[src/rtl/bitserial_mac_array.sv]
// rtl/bitserial_mac_array.sv - bit-serial MAC stage: MSB-first activation bits against BANKS weight banks
//
// Purpose: latches one activation vector and one weight tile per transaction,
// then processes one activation bit per cycle. Each bank shift-accumulates
// its per-bit partial sum into one full-precision result.
//
// Ports:
//   clk        sole clock, rising edge
//   rst        asynchronous active-low reset
//   in_valid   transaction offered
//   in_ready   transaction can be accepted (from state and out_ready only)
//   act        activation vector, row r at [r*ABITS +: ABITS], unsigned
//   wgt        weights, bank b row r at [(b*ROWS+r)*WBITS +: WBITS]
//   prec       active activation bits; 0 or >ABITS selects ABITS
//   out_valid  result available, held until out_ready
//   out_ready  downstream accepts result
//   psum       bank b result at [b*ACCW +: ACCW]; zero unless out_valid
module bitserial_mac_array #(
    parameter int ROWS     = 16,
    parameter int BANKS    = 4,
    parameter int WBITS    = 4,
    parameter int ABITS    = 8,
    parameter bit SIGNED_W = 1'b1,
    localparam int ACCW    = WBITS + ABITS + $clog2(ROWS),
    localparam int PRW     = $clog2(ABITS + 1)
) (
    input  logic                         clk,
    input  logic                         rst,
    input  logic                         in_valid,
    output logic                         in_ready,
    input  logic [ROWS*ABITS-1:0]        act,
    input  logic [BANKS*ROWS*WBITS-1:0]  wgt,
    input  logic [PRW-1:0]               prec,
    output logic                         out_valid,
    input  logic                         out_ready,
    output logic [BANKS*ACCW-1:0]        psum
);

    localparam int KW = (ABITS > 1) ? $clog2(ABITS) : 1;
    // Partial sum of one bit plane: worst case ROWS * |min weight|.
    localparam int PW = WBITS + $clog2(ROWS);

    typedef enum logic [1:0] {IDLE, RUN, DONE} state_t;

    state_t                        state;
    state_t                        state_nxt;
    logic [ROWS*ABITS-1:0]         act_q;
    logic [BANKS*ROWS*WBITS-1:0]   wgt_q;
    logic [KW-1:0]                 bit_idx;
    logic [ACCW-1:0]               acc      [BANKS];
    logic [ACCW-1:0]               partial  [BANKS];
    logic [PW-1:0]                 bank_sum [BANKS];
    logic [ABITS-1:0]              row_bits;
    logic [PRW-1:0]                p_eff;
    logic                          accept;

    function automatic logic [PW-1:0] ext_w(input logic [WBITS-1:0] w);
        if (SIGNED_W) begin
            return {{(PW-WBITS){w[WBITS-1]}}, w};
        end
        return {{(PW-WBITS){1'b0}}, w};
    endfunction

    always_comb begin
        p_eff = prec;
        if (prec == '0 || prec > PRW'(ABITS)) begin
            p_eff = PRW'(ABITS);
        end
    end

    assign in_ready  = (state == IDLE) || (state == DONE && out_ready);
    assign accept    = in_valid && in_ready;
    assign out_valid = (state == DONE);

    // One bit plane per cycle: sum the weights of rows whose current
    // activation bit is set, then widen to the accumulator width.
    always_comb begin
        row_bits = '0;
        for (int b = 0; b < BANKS; b++) begin
            bank_sum[b] = '0;
            for (int r = 0; r < ROWS; r++) begin
                row_bits = act_q[r*ABITS +: ABITS];
                if (row_bits[bit_idx]) begin
                    bank_sum[b] = bank_sum[b] + ext_w(wgt_q[(b*ROWS+r)*WBITS +: WBITS]);
                end
            end
            if (SIGNED_W) begin
                partial[b] = {{(ACCW-PW){bank_sum[b][PW-1]}}, bank_sum[b]};
            end else begin
                partial[b] = {{(ACCW-PW){1'b0}}, bank_sum[b]};
            end
        end
    end

    always_comb begin
        state_nxt = state;
        case (state)
            IDLE: if (accept) state_nxt = RUN;
            RUN:  if (bit_idx == '0) state_nxt = DONE;
            DONE: if (out_ready) state_nxt = in_valid ? RUN : IDLE;
            default: state_nxt = IDLE;
        endcase
    end

    always_ff @(posedge clk or negedge rst) begin
        if (!rst) begin
            state   <= IDLE;
            act_q   <= '0;
            wgt_q   <= '0;
            bit_idx <= '0;
            for (int b = 0; b < BANKS; b++) acc[b] <= '0;
        end else begin
            state <= state_nxt;
            if (accept) begin
                act_q   <= act;
                wgt_q   <= wgt;
                bit_idx <= KW'(p_eff - 1'b1);
                for (int b = 0; b < BANKS; b++) acc[b] <= '0;
            end else if (state == RUN) begin
                bit_idx <= bit_idx - 1'b1;
                for (int b = 0; b < BANKS; b++) acc[b] <= (acc[b] << 1) + partial[b];
            end
        end
    end

    // Accumulators are only exposed in DONE so a partial result never leaks.
    always_comb begin
        psum = '0;
        for (int b = 0; b < BANKS; b++) begin
            psum[b*ACCW +: ACCW] = (state == DONE) ? acc[b] : '0;
        end
    end

endmodule

[config.mk]
export PLATFORM = sky130hd
export DESIGN_NAME = bitserial_mac_array
export DESIGN_NICKNAME = d
export VERILOG_FILES = /design/src/rtl/bitserial_mac_array.sv
export SDC_FILE = /design/constraint.sdc
export NUM_CORES = 2
export LEC_CHECK = 0
export ABC_AREA = 1
export BUFFER_PORTS_ARGS = -buffer_cell sky130_fd_sc_hd__buf_2
export CAP_MARGIN = 20
export CORE_MARGIN = 8
export CORE_UTILIZATION = 35
export DETAILED_ROUTE_END_ITERATION = 8
export GPL_TIMING_DRIVEN = 0
export SETUP_SLACK_MARGIN = 0.3
export SLEW_MARGIN = 20
export SYNTH_ARGS = -nofsm -noshare
export SYNTH_HDL_FRONTEND = slang
export SYNTH_SLANG_ARGS = --single-unit
[constraint.sdc]
create_clock -name clk -period 23.7 [get_ports clk]
set_clock_uncertainty 0.1 [all_clocks]
set_input_delay 3.555 -clock clk [delete_from_list [all_inputs] [get_ports clk]]
set_output_delay 3.555 -clock clk [all_outputs]
set_load 0.005 [all_outputs]
# Word-level counts from Yosys, hierarchy flattened
# Index checks and enable logic that the tools add are counted.
[word_totals]
regBits = 453
output_inout_bits = 66
[op_classes]
muxes = 250
n_addsub = 66
order_cmp = 2
n_reduce_logical = 9
n_eq_ne = 5
[ops]
columns = ["cell", "count"]
rows = [
  ["2-to-1 mux 8 bit", 188],
  ["adder 8 bit", 60],
  ["2-to-1 mux 64 bit", 2],
  ["adder 16 bit", 4],
  ["2-to-1 mux 16 bit", 4],
  ["binary-select mux 1 bit (select 3 bit)", 16],
  ["2-to-1 mux 1 bit", 33],
  ["2-to-1 mux 3 bit", 3],
  ["2-to-1 mux 2 bit", 3],
  ["case mux 2 bit (3 select lines)", 1],
  ["subtractor 3 x 1 -> 3 bit (second input constant)", 2],
  ["> comparator 4 bit (second input constant)", 1],
  ["logical NOT 4 bit", 1],
  ["< comparator 3 x 4 -> 1 bit (second input constant)", 1],
  ["!= test 2 bit (second input constant)", 2],
  ["logical NOT 3 bit", 1],
  ["AND reduction 3 bit", 1],
  ["== test 2 x 1 -> 1 bit (second input constant)", 1],
  ["== test 2 bit (second input constant)", 1],
  ["logical AND 1 bit", 2],
  ["logical NOT 2 bit", 1],
  ["logical OR 1 bit", 2],
  ["!= test 2 x 1 -> 1 bit (second input constant)", 1],
  ["nonzero test 2 bit", 1],
]

# Longest topological paths before layout
[depth]
depth_word = 38
ltp_mapped = 122

# Least setup slack after synthesis
# No wires, ideal clock.
[synth_timing]
path_type = "reg-to-reg"
from = "register bit_idx[0]"
to = "register acc[63] (netlist name)"
setup_time_ns = 0.130
arrival_time_ns = 15.641
path_stages_with_launch = 103
setup_slack_ns = 7.829
n_path_buf = 2
required_time_ns = 23.470
cell_sequence = "dfrtp_1 > inv_2 > buf_6 > nand2_1 > nand3_2 > nand3_2 > nand2_4 > buf_12 > nor2_4 > ha_1 > inv_1 > fa_1 > nand2_1 > nand2_2 > fa_1 > nand2_1 > o21ai_2 > fa_1 > [... 67 more ...] > xor2_1 > ha_1 > nand2_1 > nand2_1 > a21oi_1 > nor2_1 > nor2_1 > o21bai_1 > nand3_1 > nand2_1 > nand2_1 > inv_1 > o21ai_0 > nand2_1 > xor2_1 > or2_1 > nand3_1 > o21ai_1"
[synth_between]
elab_chain_len = 36
elab_cells_between_ends = 66
classes_between = "add/sub (16); mux (50)"
[synth_rtl]
columns = ["element", "line_no", "text"]
rows = [
  ["start, declared", "49", "logic [KW-1:0] bit_idx;"],
  ["start signal, assigned", "117", "bit_idx <= KW'(p_eff - 1'b1);"],
  ["start signal, assigned", "120", "bit_idx <= bit_idx - 1'b1;"],
  ["binary-select mux 1 bit (select 3 bit)", "83", "if (row_bits[bit_idx]) begin"],
  ["2-to-1 mux 1 bit (not written as such)", "83", ""],
  ["2-to-1 mux 8 bit", "83", ""],
  ["adder 8 bit", "84", "bank_sum[b] = bank_sum[b] + ext_w(wgt_q[(b*ROWS+r)*WBITS +: WBITS]);"],
  ["2-to-1 mux 8 bit", "83", ""],
  ["adder 8 bit", "84", ""],
  ["2-to-1 mux 8 bit", "83", ""],
  ["adder 8 bit", "84", ""],
  ["[... 20 more ...]", "n/a", ""],
  ["2-to-1 mux 8 bit", "83", ""],
  ["adder 8 bit", "84", ""],
  ["2-to-1 mux 8 bit", "83", ""],
  ["adder 8 bit", "84", ""],
  ["2-to-1 mux 8 bit (*)", "83", ""],
  ["adder 16 bit (*)", "121", "for (int b = 0; b < BANKS; b++) acc[b] <= (acc[b] << 1) + partial[b];"],
  ["2-to-1 mux 64 bit (*)", "119", "end else if (state == RUN) begin"],
  ["2-to-1 mux 64 bit (*)", "114", "if (accept) begin"],
  ["end, declared", "50", "logic [ACCW-1:0] acc [BANKS];"],
]
# Mark *: on every way between the ends. The rest lies on a longest branch, timed or not. The select of a mux whose other input is x is not followed.
# A chain may end at the register's enable or synchronous reset.

# Final worst setup path
[layout_timing]
from = "register bit_idx[0]"
to = "register acc[47] (netlist name)"
# The elaborated chain is that of the path after synthesis.

==> impl_metrics.env <==
export IMPL_fin_hold_ws_ps=378
export IMPL_drc=0
export IMPL_root_buffer="clkbuf_16"
export IMPL_insertion_delay_ps=690
export IMPL_yosysWarnings=0
export IMPL_cts_tree="done"
export IMPL_syn_mean_instance_area_um2=6.89
export IMPL_cts_buffer_depth=3
export IMPL_critPathMaxFanout=10
export IMPL_cp_start_kind="flop"
export IMPL_reg2reg_slack_ps=5200
export IMPL_grt_pass1_vias=40500
export IMPL_drive_above_1_share=0.147
export IMPL_synth_async_sr_flop_share=1.00
export IMPL_fp_dieW_um=368
export IMPL_syn_to_final_growth_pct=15.1
export IMPL_grt_max_degree=91
export IMPL_synth_top_area_share=0.261
export IMPL_grtUsageTotal=0.226
export IMPL_ctsHtreeMaxLevel=2
export IMPL_cap_violations=0
export IMPL_ys_ff_latch=453
export IMPL_yosys_area_top_type="dfrtp_1"
export IMPL_grt_overflow_total=0
export IMPL_finalCriticalPeriod_ps=18500
export IMPL_postCtsSetupBuffers=0
export IMPL_rsz0062_at_grt="no"
export IMPL_final_common_cell="nand2_1"
export IMPL_critical_path_class="flop to flop"
export IMPL_yosys_top_cells_area="dfrtp_1 (26%), nand2_1 (19%), ha_1 (14%)"
export IMPL_syn_inst=6297
export IMPL_synth_cell_types=52
export IMPL_drt_iter0_drc=3044
export IMPL_hold_viol=0
export IMPL_die_h_um=368
export IMPL_drt_total_wl_um=159000
export IMPL_clk_pin_slew_ps=60
export IMPL_status="completed"
export IMPL_tightest_slew_ps=1190
export IMPL_ant_nets=0
export IMPL_syn_cell_area_um2=43400
export IMPL_num_vias=41500
export IMPL_clock_sinks=453
export IMPL_wl_per_cell_um=18.6
export IMPL_setup_viol=0
export IMPL_place_hpwl_um=131000
export IMPL_postCtsHoldBufs=0
export IMPL_dr_pass1_iters=6
export IMPL_ys_flop_type="dfrtp_1"
export IMPL_min_path_cells=2
export IMPL_core_area_um2=123000
export IMPL_cp_end_kind="flop"
export IMPL_start_util=0.352
export IMPL_fmax_mhz=54.0
export IMPL_cts_buffers=56
export IMPL_grt_pass1_wl_um=239000
export IMPL_grt_antenna_before_repair=38
export IMPL_reg2regPathDepth=106
export IMPL_ys_seq_area_frac=0.261
export IMPL_io_buffer_count=457
export IMPL_dieArea_um2=135000
export IMPL_critical_path_arrival_ps=18930
export IMPL_period_share=0.781
export IMPL_cts_resized=0
export IMPL_max_stage_delay_ps=530
export IMPL_cp_common_cell="nand2_1"
export IMPL_tns_ps=0
export IMPL_synth_edf_count=0
export IMPL_slew_headroom=0.208
export IMPL_ioPinCount=458
export IMPL_critPathRequiredTime_ps=24130
export IMPL_synth_nets=7229
export IMPL_vias_per_cell=4.88
export IMPL_min_path_type="flop to flop"
export IMPL_mostFrequentLayoutCells="nand2_1 (2202), inv_1 (752), buf_2 (496)"
export IMPL_cpMaxStageDelayCell="fa_1"
export IMPL_nNetsFinal=7750
export IMPL_gp_congestion=0.918
export IMPL_placementRows=129
export IMPL_slew_viol_final=0
[cell families after synthesis]
kind of cell,after synthesis,synth area share
DFF,453,0.261
xor gates and xnor gates,250,0.0505
AOI/OAI and AO/OA,704,0.0956
adders and majority gates,540,0.168
buffers and inverters,997,0.0935
and+or+nand+nor,3353,0.332
[path summary, 6_finish.rpt]
kind	end	from
max in group asynchronous	wgt_q[216]	rst
max	acc[47]	bit_idx[0]
min in group asynchronous	act_q[107]	rst
max reg2reg	acc[47]	bit_idx[0]
min reg2reg	act_q[25]	act_q[25]
min	act_q[25]	act_q[25]
[metal layers]
metal / global-route usage / part of all wire / vias to the layer above
li1: - / - / 21000
met3: 0.0390 / 0.067 / 241
met1: 0.301 / 0.44 / 19200
met5: 0 / 0.00086 / -
met2: 0.373 / 0.46 / 1080
met4: 0.0713 / 0.034 / 22
[registers in the layout, indices dropped and copies added, names as in the netlist]
signal	cells
act_q	128
state	2
bit_idx	3
wgt_q	256
acc	64
[metrics by stage]
step	std cells	setup WS [ps]	area, um2	utilization
final	8519	5200	49900	0.405
after global routing	8509	4030	49900	0.405
after CTS	8501	5330	49900	0.404
after detailed placement	8397	5370	47900	0.388
after global placement	8391	5420	47700	0.387
after floorplan	6297	7830	43400	-
[cell usage after synthesis (5+ instances only)]
cell type	n
nand2_1	2202
inv_1	752
ha_1	472
dfrtp_1	453
nor2_1	367
nand3_1	362
a21oi_1	273
o21ai_0	205
or2_2	153
xor2_1	127
xnor2_1	123
clkbuf_1	120
and2_1	74
fa_1	68
nand3b_1	64
nand2_2	59
o22ai_1	45
nand3_2	42
o21ai_2	41
buf_2	40
inv_2	31
a32o_1	26
o21bai_1	25
buf_4	24
a31oi_1	20
buf_6	17
a21o_1	15
o21ai_1	14
nor3_1	11
a211oi_1	9
nand4_1	7
a21oi_2	6
buf_1	6
a21boi_0	5
a31oi_2	5
nand2_4	5
[final cells by class]
| type | instances | area [um2] |
|---|---|---|
| flip-flops and latches | 453 | 11300 |
| repair buffers | 463 | 2450 |
| well taps | 1637 | 2050 |
| clock inverters | 32 | 440 |
| inverters | 788 | 2970 |
| clock buffers | 72 | 1540 |
| multi-input cells | 4847 | 28000 |
| plain buffers | 209 | 1090 |
| fillers | 13100 | 73400 |
| diodes | 18 | 45.0 |
[worst max-delay path, delay by kind of cell, from the launching register on]
family / cells / cell delay (ps)
AOI/OAI and AO/OA: 12 / 1770
buffers and inverters: 19 / 1690
DFF: 1 / 460
and+or+nand+nor: 46 / 5900
adders and majority gates: 17 / 6080
xor gates and xnor gates: 12 / 2310
Power is left out: the tool's default activity adds up to more than one toggle a clock period on the data nets, which glitch-free logic cannot reach.
